<file path="src/rtl/mat_vec_pkg.sv">
// Types and dimensions shared by the matrix-vector loader and the MAC stage.
package mat_vec_pkg;

  localparam int MAT_ROWS   = 8;
  localparam int MAT_COLS   = 8;
  localparam int ELEM_W     = 8;
  localparam int MEM_DATA_W = 64;

  typedef enum logic [2:0] {IDLE, REQ, WAIT, PUSH, DONE} loader_state_e;

endpackage

</file>
<file path="src/rtl/mat_vec_fifo_loader.sv">
// Reads the A rows and B vector from 64-bit memory and feeds them byte-wise
// (MSB byte first) into the ROWS A-FIFOs and the B-FIFO.
//
// state | meaning
// IDLE  | waiting for start
// REQ   | read request held on the bus until accepted
// WAIT  | waiting for the single outstanding readdatavalid
// PUSH  | writing COLS bytes of the captured word into FIFO row_q
// DONE  | all FIFOs loaded, load_done high
module mat_vec_fifo_loader
  import mat_vec_pkg::*;
#(
  parameter int                    DATA_WIDTH = ELEM_W,
  parameter int                    ROWS       = MAT_ROWS,
  parameter int                    COLS       = MAT_COLS,
  parameter int                    ADDR_WIDTH = 32,
  parameter logic [ADDR_WIDTH-1:0] BASE_ADDR  = '0
) (
  input  logic                  clk,
  input  logic                  rst_n,
  input  logic                  start,
  output logic [ADDR_WIDTH-1:0] mem_address,
  output logic                  mem_read,
  input  logic                  mem_waitrequest,
  input  logic [MEM_DATA_W-1:0] mem_readdata,
  input  logic                  mem_readdatavalid,
  output logic [ROWS:0]         fill_wren,
  output logic [DATA_WIDTH-1:0] fill_data,
  input  logic [ROWS:0]         fifo_full,
  output logic                  busy,
  output logic                  load_done
);

  localparam int RW = $clog2(ROWS + 1);
  localparam int IW = $clog2(COLS);
  localparam int WW = COLS * DATA_WIDTH;

  loader_state_e         state_q;
  logic [RW-1:0]         row_q;
  logic [IW-1:0]         idx_q;
  logic [WW-1:0]         word_q;
  logic [ADDR_WIDTH-1:0] mem_address_q;
  logic                  mem_read_q;
  logic [ROWS:0]         fill_wren_q;
  logic [DATA_WIDTH-1:0] fill_data_q;
  logic                  busy_q;
  logic                  load_done_q;

  always_ff @(posedge clk or negedge rst_n) begin
    if (!rst_n) begin
      state_q       <= IDLE;
      row_q         <= '0;
      idx_q         <= '0;
      word_q        <= '0;
      mem_address_q <= '0;
      mem_read_q    <= 1'b0;
      fill_wren_q   <= '0;
      fill_data_q   <= '0;
      busy_q        <= 1'b0;
      load_done_q   <= 1'b0;
    end else begin
      fill_wren_q <= '0;
      case (state_q)
        IDLE, DONE: begin
          if (start) begin
            state_q       <= REQ;
            row_q         <= '0;
            mem_read_q    <= 1'b1;
            mem_address_q <= BASE_ADDR;
            busy_q        <= 1'b1;
            load_done_q   <= 1'b0;
          end
        end
        REQ: begin
          if (!mem_waitrequest) begin
            mem_read_q <= 1'b0;
            state_q    <= WAIT;
          end
        end
        WAIT: begin
          if (mem_readdatavalid) begin
            word_q  <= mem_readdata;
            idx_q   <= '0;
            state_q <= PUSH;
          end
        end
        PUSH: begin
          // The word register shifts left so the next byte is always on top.
          if (!fifo_full[row_q]) begin
            fill_wren_q[row_q] <= 1'b1;
            fill_data_q        <= word_q[WW-1 -: DATA_WIDTH];
            word_q             <= word_q << DATA_WIDTH;
            idx_q              <= idx_q + 1'b1;
            if (idx_q == IW'(COLS - 1)) begin
              if (row_q == RW'(ROWS)) begin
                state_q     <= DONE;
                busy_q      <= 1'b0;
                load_done_q <= 1'b1;
              end else begin
                row_q         <= row_q + 1'b1;
                state_q       <= REQ;
                mem_read_q    <= 1'b1;
                mem_address_q <= BASE_ADDR + ADDR_WIDTH'(row_q + 1'b1);
              end
            end
          end
        end
        default: state_q <= IDLE;
      endcase
    end
  end

  assign mem_address = mem_address_q;
  assign mem_read    = mem_read_q;
  assign fill_wren   = fill_wren_q;
  assign fill_data   = fill_data_q;
  assign busy        = busy_q;
  assign load_done   = load_done_q;

endmodule

</file>
<file path="config.mk">
export PLATFORM = sky130hd
export DESIGN_NAME = mat_vec_fifo_loader
export DESIGN_NICKNAME = d
export VERILOG_FILES = /design/src/rtl/mat_vec_pkg.sv /design/src/rtl/mat_vec_fifo_loader.sv
export SDC_FILE = /design/constraint.sdc
export NUM_CORES = 1
export LEC_CHECK = 0
export CORE_MARGIN = 2
export CORE_UTILIZATION = 40
export CTS_CLUSTER_SIZE = 10
export DETAILED_ROUTE_END_ITERATION = 10
export PLACE_DENSITY = 0.68
export SLEW_MARGIN = 30
export SYNTH_ARGS = -nofsm -noshare
export SYNTH_HDL_FRONTEND = slang
export SYNTH_SLANG_ARGS = --single-unit
</file>
<file path="constraint.sdc">
create_clock -name clk -period 2.5 [get_ports clk]
set_input_delay 0.375 -clock clk [delete_from_list [all_inputs] [get_ports clk]]
set_output_delay 0.375 -clock clk [all_outputs]
set_load 0.02 [all_outputs]
</file>
Yosys cells after proc, flatten, opt, wreduce, memory -nomap -nowiden
Cells that the tools add are included.
- flip-flop bits (word level): 126
- logic and storage cells: 85
- reductions and logical operators: 12
- bitwise logic cells: 1
- equal/unequal tests: 13
- $lt $le $gt $ge: 2
- add/sub/neg operators: 3
- muxes and demuxes: 44
- operators by type and width (kind ; count):
    two-way mux 32 bit ; 4
    two-way mux 64 bit ; 2
    case mux 64 bit (2 select lines) ; 1
    case mux 32 bit (2 select lines) ; 1
    two-way mux 3 bit ; 8
    two-way mux 9 bit ; 2
    two-way mux 4 bit ; 4
    AND reduction 5 bit ; 3
    two-way mux 1 bit ; 14
    inequality test 2 bit, second input constant ; 7
    case mux 3 bit (4 select lines) ; 1
    case mux 4 bit (2 select lines) ; 1
    equality test 3 x 2 -> 1 bit, second input constant ; 2
    equality test 3 bit, second input constant ; 2
    case mux 3 bit (2 select lines) ; 1
    AND reduction 6 bit ; 1
    adder 4 x 1 -> 5 bit, second input constant ; 1
    < comparator 4 x 5 -> 1 bit, second input constant ; 1
    adder 4 x 1 -> 4 bit, second input constant ; 1
    binary-select mux 1 bit (select 4 bit) ; 1
    demux 1 bit (select 4 bit) ; 1
    equality test 4 bit, second input constant ; 1
    greater-or-equal comparator 4 x 1 -> 1 bit, second input constant ; 1
    case mux 1 bit (2 select lines) ; 2
    11 further kinds ; 12

Logic depth before layout (Yosys ltp)
Gate-level depths: netlist of the first run.
- depth after elaboration: 6
- gate-level depth with buffers: 9
- mapped depth without buffers: 6

Least setup slack after synthesis of the first run
Ideal clock, no wire load.
- path type: reg2reg
- start point: register row_q[0]
- end point: register word_q[54]
- slack: 0.580 ns
- library setup time: 0.129 ns
- arrival: 1.791 ns
- stages on the path, launching flop included: 9
- required time: 2.371 ns
- period minus slack after synthesis: 1.920 ns
- cell sequence: dfrtp_1 -> buf_2 -> mux2i_1 -> o21ai_2 -> o22ai_2 -> nand2b_4 -> buf_6 -> buf_6 -> a31oi_2
- word-level cells in the longest chain between the ends: 4
- ends and longest elaborated chain (item ; line ; RTL):
    start, declared ; mat_vec_fifo_loader.sv:39 ; logic [RW-1:0] row_q;
    start signal, assigned ; mat_vec_fifo_loader.sv:100 ; row_q <= row_q + 1'b1;
    binary-select mux 1 bit (select 4 bit) ; mat_vec_fifo_loader.sv:89 ; if (!fifo_full[row_q]) begin
    two-way mux 1 bit (implied by the code) ; mat_vec_fifo_loader.sv:89 ;
    inequality test 2 bit (no line) ; n/a ;
    AND reduction 3 bit (no line) ; n/a ;
    end signal, assigned ; mat_vec_fifo_loader.sv:82 ; word_q <= mem_readdata;
    end signal, assigned ; mat_vec_fifo_loader.sv:92 ; word_q <= word_q << DATA_WIDTH;
    end, declared ; mat_vec_fifo_loader.sv:41 ; logic [WW-1:0] word_q;
Every way passes these cells. The select of a mux whose other input is x is not followed.
A chain may end at the register's enable or synchronous reset.

Worst setup path in the final report of the first run
- start point: register row_q[0]
- end point: register row_q[1]
- word-level cells in the longest chain between the ends: 5
- elaborated cells between the ends (all ways): 11
- those cells by class: add/sub (1); eq/ne (3); mux (6); reduce/logical (1)
- ends and longest elaborated chain (item ; line ; RTL):
    adder 4 x 1 -> 4 bit ; mat_vec_fifo_loader.sv:100 ;
    two-way mux 4 bit ; mat_vec_fifo_loader.sv:95 ; if (row_q == RW'(ROWS)) begin
    two-way mux 4 bit ; mat_vec_fifo_loader.sv:94 ; if (idx_q == IW'(COLS - 1)) begin
    two-way mux 4 bit ; mat_vec_fifo_loader.sv:89 ;
    case mux 4 bit (2 select lines) ; mat_vec_fifo_loader.sv:63 ; case (state_q)
Several ways; a longest one is shown, not always the timed one. The select of a mux whose other input is x is not followed.

==> flow_metrics.tcl, run 1 <==
set metrics [dict create \
    fin_tns_setup_ps 0 \
    grt.total_usage_pct 18.1 \
    wl_met3_um 521 \
    post_cts_buffers 0 \
    synth_area_leaders "dfrtp_1, nand2_1, nor3_1" \
    final_antenna_net_count 0 \
    numCtsBuffers 9 \
    clkLatencyLatePin_ps 340 \
    syn_area_um2 4800 \
    die-area_um2 12900 \
    top_layer "met4" \
    netlist.area_leader.share_pct 49.6 \
    clk_pin_slew_ps 70 \
    n_antenna_cell 0 \
    drt-vias-per-instance 5.31 \
    ios 130 \
    synth_most_common_cell "nand2_1" \
    muxShareOfSynthArea_pct 4.04 \
    core_area_um2 11600 \
    yosysWarnings 0 \
    regToRegEndpoint "row_q[1]$_DFFE_PN0P_" \
    chipWidth_um 113 \
    yosys.area_share.simple_pct 21.4 \
    min_path_type "input pin to async pin" \
    crit_chain "mux2i_1 > o21ai_0 > o22ai_2 > nand3_2 > mux2_1" \
    rrSetupSlack_ps 420 \
    initial_core_util_pct 41.5 \
    syn_inst 504 \
    cts_tree "yes" \
    synth_edf_count 0 \
    vdd_ir_drop_max_v 0.000937 \
    syn_to_final_growth_pct 26.6 \
    grt_overflow 0 \
    max_slew_margin_pct 60.7 \
    r2r_cells 5 \
    min_period_ps 2080 \
    final_hold_viol_count 0 \
    layout.nets 669 \
    synth_top_family_by_area "simple AND/OR/NAND/NOR gates" \
    post_cts_resized 0 \
    finalSetupViolCount 0 \
    avgSynthCellArea_um2 9.52 \
    cp_slowest_stage_delay_ps 620 \
    hold_buffers 0 \
    crit_type "flop to flop" \
    crit_fanout 12 \
    total_power_mw 8.65 \
    antenna_found_initial 0 \
    clock_sinks 95 \
    drt_iter0_drc 162 \
    dr.pass1.iters 4 \
    synth_compound_area_share_pct 13.7 \
    rsz0062_at_grt "false" \
    fp-row-count 39 \
    synth-xor-area-share_pct 0 \
    drc 0 \
    cp_slowest_cell "dfrtp_1" \
    ys_ff_latch 95 \
    maxSlewViolCount 0 \
    route.met2.wl_um 5470 \
    synthFlopType "dfrtp_1" \
    fin_crit_sh_pct 83.1 \
    gp_congestion 0.784 \
    power-per-cell-area_nw_per_um2 1420 \
    dp_hpwl_um 7810 \
    fin_skew_ps 7.36 \
    yosys-top-cells-count "nand2_1, dfrtp_1, nor3_1" \
    wirelength_um 11200 \
    power_leakage_nw 2.52 \
    cts_max_level 3 \
    io_buffers 102 \
    r2r-start "row_q[0]$_DFFE_PN0P_" \
    cts_max_path_buffers 2 \
    crit_arrival_ps 2300 \
    ys_seq_area_share_pct 49.6 \
    max_freq_mhz 481 \
    async_flop_share_pct 100 \
    m1WireLength_um 4970 \
    grt_start_max_net_pins 65 \
    worstPathRequired_ps 2720 \
    dieHeight_um 113 \
    synth_top_area_cell "dfrtp_1" \
    status "finished clean" \
    cts_root_buffer "clkbuf_16" \
    synth_fa_ha_area_share_pct 1.57 \
    fill_cells 1085 \
    wl_per_cell_um 15.3 \
    netlist-cell-type-count 45 \
    cp-start-kind "flop" \
    crit_path_end_kind "flop" \
    grt_pass1_wl_um 18800 \
    maxCapViolCount 0 \
    layout-drive-gt1-share_pct 11.2 \
    num_vias 3893 \
    worst_pin_slew_ps 589 \
    grt_pass1_vias 3910 \
]
worst max-delay path by stage:
stage | start | end | slack, ps | cells past startpoint
after global routing | row_q[0]$_DFFE_PN0P_ | row_q[1]$_DFFE_PN0P_ | 240 | 5
final | row_q[0]$_DFFE_PN0P_ | row_q[1]$_DFFE_PN0P_ | 420 | 5
after floorplan | row_q[0]$_DFFE_PN0P_ | word_q[54]$_DFFE_PN0P_ | 580 | 8
after CTS | row_q[0]$_DFFE_PN0P_ | fill_data[0]$_DFFE_PN0P_ | 420 | 5
after global placement | fifo_full[3] | fill_data[4]$_DFFE_PN0P_ | 410 | 6
after detailed placement | fifo_full[7] | fill_data[0]$_DFFE_PN0P_ | 350 | 6
placed cells by master, fill, tap and decap left out, types with 2 or more instances in the layout:
cell               n
a31oi_2           19
nand3_2            2
mux2i_1            7
a21oi_1            3
buf_12             4
inv_1              3
a31oi_1           39
dfrtp_1           95
mux2_2             8
nand3_1            3
nor2b_1            4
nor2_1             5
clkbuf_16          9
and3_1             7
o21ai_0           13
buf_4              7
conb_1            27
nand2_1          139
nor3_1            57
o21ai_1            2
ha_1               6
clkinvlp_4         3
clkdlybuf4s50_1  101
flip-flops by register name (all words and copies together) (netlist names):
register	count
fill_wren	9
mem_read	1
state_q	3
word_q	64
row_q	3
busy	1
mem_address	2
fill_data	8
idx_q	3
load_done	1
metrics by stage:
step           hold slack, ps  cell area [um^2]  std cells  worst slack [ps]  utilization [%]
3_5_place_dp              412              5800        717               352             50.1
6_report                 28.3              6070        733               421             52.5
3_3_place_gp              406              5800        717               407             50.1
5_1_grt                  83.4              6070        733               242             52.5
4_1_cts                  51.8              6070        733               418             52.5
2_1_floorplan            79.4              4890        530               580                -
per-layer routing:
layer	vias to the layer above	global-route usage (%)
met3	16	2.55
li1	1855	-
met2	105	30.3
met5	-	0
met1	1917	24.2
met4	0	6.75
report_power, final:
group          internal [mW]  switching (mW)  leakage, nW  total [mW]
clock                  0.678           0.585        0.125        1.26
combinational           1.93            2.73         1.27        4.66
sequential              2.28           0.448         1.12        2.73
logic make-up after synthesis:
kind of cell / count (synthesis)
flip-flops: 95
AND/OR/NAND/NOR: 228
other: 1
adder cells (fa/ha/maj): 6
AO/OA/AOI/OAI: 85
multiplexers: 17
buffers and inverters: 72
final cells by class:
cell class / instances / area [um^2] / share of cell area, %
flip-flops and latches: 95 / 2380 / 39.2
multi-input cells: 363 / 2080 / 34.3
repair buffers: 112 / 1140 / 18.8
clock buffers: 10 / 229 / 3.77
well taps: 143 / 179 / 2.95
clock inverters: 6 / 45.0 / 0.742
inverters: 4 / 15.0 / 0.247
critical path: cells and delay by family (launching register included):
kind	cells	cell delay [ps]
compound gates	2	470
flops	1	620
mux	2	660
simple gates	1	210
(Power assumes the default switching activity.)
==> run 2, diff against run 1 <==
clock period = 2.06 ns   (was 2.5 ns; I/O delays follow)
==> run 2 against run 1 <==
Net effect: first-iteration DRC count down 15%; setup slack worse by 290 ps; sequential share of layout area down 1.0 points; critical path type is now flop to output port.
==> flow_metrics.tcl, run 2 (same netlist as run 1, synthesis figures left out) <==
set metrics [dict create \
    status "finished clean" \
    num_vias 3854 \
    crit_fanout 9 \
    fin_ws_ps 128 \
    clkLatencyLatePin_ps 340 \
    core_area_um2 11600 \
    antenna_found_initial 0 \
    drt_iter0_drc 138 \
    power-per-cell-area_nw_per_um2 1760 \
    crit_chain "buf_4 > clkdlybuf4s50_1" \
    finalSetupViolCount 0 \
    clock_sinks 95 \
    vdd_ir_drop_max_v 0.000887 \
    cts_root_buffer "clkbuf_16" \
    syn_to_final_growth_pct 30.0 \
    crit_family "buffers and inverters" \
    power_leakage_nw 2.61 \
    drt-vias-per-instance 5.18 \
    layout-drive-gt1-share_pct 12.6 \
    final_antenna_net_count 0 \
    final_cells 744 \
    worstPathRequired_ps 1750 \
    io_buffers 102 \
    maxCapViolCount 0 \
    dieHeight_um 113 \
    final_cell_mix "nand2_1, clkdlybuf4s50_1, dfrtp_1" \
    layout.nets 680 \
    min_path_type "input pin to async pin" \
    cp-start-kind "flop" \
    grt_overflow 0 \
    r2r-start "row_q[0]$_DFFE_PN0P_" \
    fin_tns_setup_ps 0 \
    cts_max_level 3 \
    numCtsBuffers 9 \
    post_cts_resized 0 \
    fin_skew_ps 7.03 \
    place_ws_ps 6.93 \
    total_power_mw 11.0 \
    cp_slowest_cell "clkdlybuf4s50_1" \
    crit_start "mem_address[3]$_DFFE_PN0P_" \
    wirelength_um 11300 \
    post_cts_buffers 0 \
    crit_type "flop to output port" \
    gp_congestion 0.847 \
    top_register "word_q" \
    cts_max_path_buffers 2 \
    layout_commonest_cell "nand2_1" \
    n_antenna_cell 0 \
    fin_crit_sh_pct 93.8 \
    grt_pass1_vias 3929 \
    clk_pin_slew_ps 70 \
    grt_pass1_wl_um 18400 \
    maxSlewViolCount 0 \
    min_period_ps 1930 \
    fp-row-count 39 \
    cp_slowest_stage_delay_ps 600 \
    grt_start_max_net_pins 65 \
    crit_arrival_ps 1620 \
    largest_reg_flops 64 \
    drc 0 \
    ios 130 \
    crit_path_end_kind "output port" \
    dp_hpwl_um 7950 \
    final_hold_viol_count 0 \
    hold_buffers 1 \
    crit_buf_inv 2 \
    grt.total_usage_pct 17.8 \
    cts_tree "yes" \
    wl_per_cell_um 15.1 \
    place_inst 727 \
    dr.pass1.iters 5 \
    die-area_um2 12900 \
    initial_core_util_pct 41.5 \
    rsz0062_at_grt "false" \
    chipWidth_um 113 \
    max_freq_mhz 518 \
]
==> run 2: changes by cell type in the layout (fill, tap and decap cells not counted) <==
cell	previous run	this run
buf_12	4	8
buf_4	7	13
bufinv_16	0	1
clkinv_2	1	0
clkinvlp_4	3	0
dlygate4sd3_1	0	1
inv_6	1	4
==> run 2: layer usage <==
metal	vias to the layer above	wire [um]	global-route usage (%)
met4	0	331	8.62
li1	1882	-	-
met5	-	0	0
met1	1834	4950	23.3
met2	115	5530	29.3
met3	23	442	2.44
==> run 2: stage by stage <==
stage / hold slack, ps / area [um^2] / utilization, %
floorplan: 13.4 / 4890 / -
detailed placement: 262 / 5920 / 51.2
finish: 434 / 6240 / 53.9
CTS: 447 / 6240 / 53.9
global placement: 256 / 5920 / 51.2
global route: 453 / 6240 / 53.9
==> run 2: final timing paths <==
kind,endpoint,slack [ps],cells after the start
setup / recovery,mem_address[3],130,2
hold / removal,fill_data[5]$_DFFE_PN0P_,430,2
setup reg to reg,fill_data[7]$_DFFE_PN0P_,150,5
hold reg to reg,load_done$_DFFE_PN0P_,480,2
max in group asynchronous,word_q[18]$_DFFE_PN0P_,1030,3
min in group clk,load_done$_DFFE_PN0P_,480,2
==> run 2: cell type report <==
class | instances | area [um^2]
Clock buffer | 10 | 229
Clock inverter | 6 | 73.8
Fill cell | 1059 | 5330
Inverter | 4 | 15.0
Multi-Input combinational cell | 363 | 2080
Sequential cell | 95 | 2380
Tap cell | 143 | 179
Timing Repair Buffer | 123 | 1280
==> run 2: report_power, final <==
part	internal, mW	total [mW]	switching [mW]
clock	0.962	1.71	0.747
sequential	2.77	3.24	0.467
combinational	2.62	6.04	3.42
==> run 2: worst reg2reg max path, stage by stage, from the launching register on <==
cell and delay [ps]:
dfrtp_1 520, mux2i_1 280, o211ai_2 150, o22ai_4 250, buf_12 240, mux2_2 350
==> run 3, diff against run 2 <==
CORE_ASPECT_RATIO = 0.7   (was unset)
RECOVER_POWER = 100   (was unset)
==> run 3 against run 2 <==
Net effect: setup slack worse by 75 ps; maximum frequency down 3.8%; largest power group unchanged; total power down 2.8%; via count up 1.6%; die area up 0.11%.
==> flow_metrics.tcl, run 3 (same netlist as run 1, synthesis figures left out) <==
set metrics [dict create \
    max_slew_margin_pct 15.3 \
    dp_hpwl_um 8230 \
    grt.total_usage_pct 18.8 \
    dr.pass1.iters 5 \
    place_ws_ps 52.5 \
    cp_slowest_cell "clkdlybuf4s50_1" \
    layout_commonest_cell "nand2_1" \
    antenna_found_initial 0 \
    crit_type "flop to output port" \
    layout.nets 677 \
    r2r-start "row_q[0]$_DFFE_PN0P_" \
    cp-start-kind "flop" \
    grt_pass1_wl_um 18800 \
    power_leakage_nw 2.60 \
    grt_pass1_vias 3792 \
    grt_start_max_net_pins 96 \
    hold_buffers 0 \
    drt_iter0_drc 331 \
    fin_tns_setup_ps 0 \
    chipWidth_um 135 \
    min_period_ps 2010 \
    gp_congestion 0.768 \
    layout-drive-gt1-share_pct 10.4 \
    syn_to_final_growth_pct 27.5 \
    clkLatencyLatePin_ps 340 \
    power-per-cell-area_nw_per_um2 1750 \
    n_antenna_cell 0 \
    regArea_um2 2380 \
    crit_family "buffers and inverters" \
    status "finished clean" \
    drc 0 \
    fill_cells 1070 \
    fin_skew_ps 4.90 \
    cp-endpoint "mem_address[2]" \
    numCtsBuffers 9 \
    rsz0062_at_grt "false" \
    fin_hold_ws_ps 369 \
    fp-row-count 33 \
    fin_ws_ps 53.0 \
    multiInputGateArea_um2 2040 \
    maxSlewViolCount 0 \
    final_cell_mix "nand2_1, dfrtp_1, clkdlybuf4s50_1" \
    min_path_type "input pin to async pin" \
    wl_per_cell_um 15.7 \
    cts_root_buffer "clkbuf_16" \
    crit_path_end_kind "output port" \
    post_cts_buffers 0 \
    dieHeight_um 95.6 \
    cts_tree "yes" \
    crit_buf_inv 2 \
    clk_pin_slew_ps 60 \
    max_freq_mhz 498 \
    crit_arrival_ps 1700 \
    post_cts_resized 0 \
    grt_overflow 0 \
    rrSetupSlack_ps 160 \
    drt-vias-per-instance 5.19 \
    final_antenna_net_count 0 \
    cp.depth 2 \
    worst_pin_slew_ps 1270 \
    cts_max_path_buffers 2 \
    fin_crit_sh_pct 97.4 \
    finalSetupViolCount 0 \
    r2r_cells 5 \
    ios 130 \
    worstPathRequired_ps 1750 \
    num_vias 3916 \
    final_hold_viol_count 0 \
    cts_max_level 3 \
    cp_slowest_stage_delay_ps 630 \
    vdd_ir_drop_max_v 0.000864 \
    largest_reg_flops 64 \
    crit_fanout 8 \
    regToRegEndpoint "fill_data[0]$_DFFE_PN0P_" \
    clock_sinks 95 \
    die-area_um2 12900 \
    io_buffers 102 \
    crit_start "row_q[2]$_DFFE_PN0P_" \
    wirelength_um 11900 \
    maxCapViolCount 0 \
    crit_chain "clkbuf_2 > clkdlybuf4s50_1" \
    initial_core_util_pct 41.0 \
    top_register "word_q" \
    core_area_um2 11700 \
]
==> run 3: cell type report <==
cell class | instances | share of cell area, %
well taps | 157 | 3.21
flip-flops and latches | 95 | 38.9
inverters | 4 | 0.246
repair buffers | 120 | 19.7
multi-input cells | 363 | 33.4
clock buffers | 15 | 4.54
==> run 3: through the flow <==
stage	total power, mW	utilization, %	std cells	cell area (um^2)
global route	11.5	52.3	754	6110
detailed placement	9.32	50.5	739	5900
finish	10.7	52.3	754	6110
floorplan	7.74	-	530	4890
global placement	9.09	50.5	739	5900
CTS	10.9	52.9	754	6180
==> run 3: worst min path at each step <==
stage / from / end / slack, ps / depth (start not counted)
2_1_floorplan: rst_n / busy$_DFFE_PN0P_ / 10 / 0
3_3_place_gp: rst_n / fill_wren[1]$_DFF_PN0_ / 400 / 2
3_5_place_dp: rst_n / fill_data[1]$_DFFE_PN0P_ / 400 / 2
4_1_cts: rst_n / fill_wren[4]$_DFF_PN0_ / 40 / 2
5_1_grt: load_done$_DFFE_PN0P_ / load_done$_DFFE_PN0P_ / 510 / 2
6_report: rst_n / fill_data[1]$_DFFE_PN0P_ / 370 / 2
==> run 3: report_power, final <==
part / internal (mW) / switching, mW
Clock: 0.913 / 0.660
Combinational: 2.40 / 3.44
Sequential: 2.77 / 0.499
Total: 6.08 / 4.60
==> run 3: per-layer routing <==
layer / vias to the layer above / share of wire [%] / global-route usage (%) / routed length [um]
met3: 6 / 6.0 / 5.53 / 718
li1: 1869 / - / - / -
met1: 1912 / 47 / 26.0 / 5590
met2: 129 / 46 / 29.8 / 5490
met5: - / 0 / 0 / 0
met4: 0 / 0.58 / 3.16 / 69
==> edit (config.mk and constraints of run 1) <==
The 5 states of `loader_state_e` get a Gray code encoding in 3 bits.
--- a/src/rtl/mat_vec_pkg.sv
+++ b/src/rtl/mat_vec_pkg.sv
@@ -8,3 +8,3 @@
 
-  typedef enum logic [2:0] {IDLE, REQ, WAIT, PUSH, DONE} loader_state_e;
+  typedef enum logic [2:0] {IDLE = 3'b000, REQ = 3'b001, WAIT = 3'b011, PUSH = 3'b010, DONE = 3'b110} loader_state_e;
 
Check against the original RTL: same outputs for any inputs over 10 cycles, from zero or initial values and one cycle with rst_n low; not proved beyond that.
==> edit against run 1 <==
Via count fell by 8.5%; worst setup slack got worse by 0.052 ns; design area rose by 1.2%; total power fell by 12%; non-clock buffer count rose by 2; wire length fell by 1.3%; sequential cell count did not move; area after synthesis fell by 1.4%; final cell count fell by 6.1%; die area fell by 1.4%; clock skew rose by 0.0011 ns.
==> edit: results (changes against run 1) <==
stage,metric,value,unit,change
layout,fillers,1035,,was 1085
setup_path,crit path DAT,2.34,ns,was 2.30 ns
synthesis,"Seq/Total Area, Yosys",50.3,%,was 49.6%
placement,Post-Place Cell Area,5840,um2,was 5800 um2
clock_tree,CTS Buffer Depth,2,,unchanged
placement,DP HPWL,7540,um,was 7810 um
detailed_routing,initial drt markers,190,,was 162
detailed_routing,Wirelength per Cell,16.0,um,was 15.3 um
placement,DP Cell Count,672,,was 717
global_routing,first-pass GRT wire length,17800,um,was 18800 um
status,status,finished clean,,unchanged
global_routing,total track usage,17.3,%,was 18.1%
synthesis,warnings from Yosys,0,,unchanged
detailed_routing,via count,3563,,was 3893
timing,Least-Margin Pin Slew,0.504,ns,was 0.589 ns
synthesis,Synth Area in Adders,1.59,%,was 1.57%
synthesis,Post-Syn Area per Cell,10.5,um2,was 9.52 um2
setup_path,Crit Path Max Fanout,34,,was 12
synthesis,Area contributors post-synth,"dfrtp_1 (50%), mux2i_1 (13%), a21oi_1 (6.0%), nor3_1 (5.9%), buf_4 (5.9%)",,"was dfrtp_1 (50%), nand2_1 (11%), nor3_1 (5.9%), buf_4 (5.8%), a31oi_1 (5.1%)"
synthesis,most frequent cells after synthesis,"dfrtp_1 (95), mux2i_1 (63), a21oi_1 (57), nor3_1 (56), buf_4 (37)",,"was nand2_1 (139), dfrtp_1 (95), nor3_1 (57), a31oi_1 (39), buf_4 (37)"
layout,share of cells above drive strength 1,8.62,%,was 11.2%
layout,Final Util,53.6,%,was 52.5%
synthesis,compound-cell area share of the yosys netlist,10.5,%,was 13.7%
global_routing,largest net degree at the start of global routing,96,,was 65
placement,DP Worst Slack,0.0968,ns,was 0.352 ns
timing,clk_skew,0.00847,ns,was 0.00736 ns
placement,Placer Congestion,0.797,,was 0.784
synthesis,mux cell area share after synthesis,15.6,%,was 4.04%
==> edit: cell count changes after synthesis, moves of 2 or more <==
cell and delta:
nor2b_1 +3, o21ai_0 +3, nand2_1 -112, a31oi_2 -19, a21oi_1 +54, nor2_1 -2, mux2i_1 +56, nand2b_1 +7
a31oi_1 -39, a21boi_0 +2, inv_1 +3, buf_6 -5
==> edit: logic make-up (layout without fill, tap and decap cells) <==
logic type / count (synthesis) / in the layout
AOI/OAI and AO/OA: 88 / 88
adders and majority gates: 6 / 6
buffers and inverters: 68 / 136
DFF: 95 / 95
muxes: 72 / 72
other: 1 / 27
and+or+nand+nor: 121 / 121
==> edit: path summary, 6_finish.rpt <==
| check | start | end | slack [ns] | depth (start not counted) |
|---|---|---|---|---|
| max in group asynchronous | rst_n | word_q[24] | 2.04 | 2 |
| hold reg to reg | idx_q[0] | idx_q[0] | 0.48 | 1 |
| hold / removal | rst_n | word_q[59] | 0.09 | 2 |
| setup reg to reg | mem_address[3] | word_q[25] | 0.37 | 7 |
| min in group clk | idx_q[0] | idx_q[0] | 0.48 | 1 |
| setup / recovery | mem_address[3] | word_q[25] | 0.37 | 7 |
==> edit: final cells by class <==
cell class | instances | share of cell area [%]
inverters | 6 | 0.366
multi-input cells | 314 | 33.6
flip-flops and latches | 95 | 38.7
repair buffers | 114 | 19.5
clock inverters | 5 | 1.08
clock buffers | 11 | 3.95
well taps | 143 | 2.91
==> edit: per-layer routing <==
metal  up-vias  share of wire, %  global-route usage (%)
li1       1715                 -                       -
met1      1740                45                    23.9
met2       100                49                    28.3
met3         8               5.2                    2.68
met4         0               1.1                    5.04
met5         -                 0                       0
==> edit: power by group <==
group          switching, mW  internal [mW]
sequential             0.388           2.19
clock                  0.587          0.814
combinational           1.95           1.68
==> edit: worst max-delay path, stage by stage (launching register included) <==
cell	delay (ns)
dfrtp_1	0.52
or2_2	0.37
o21ai_0	0.31
o22ai_4	0.13
buf_12	0.19
buf_4	0.19
nor3_1	0.22
a21oi_1	0.06
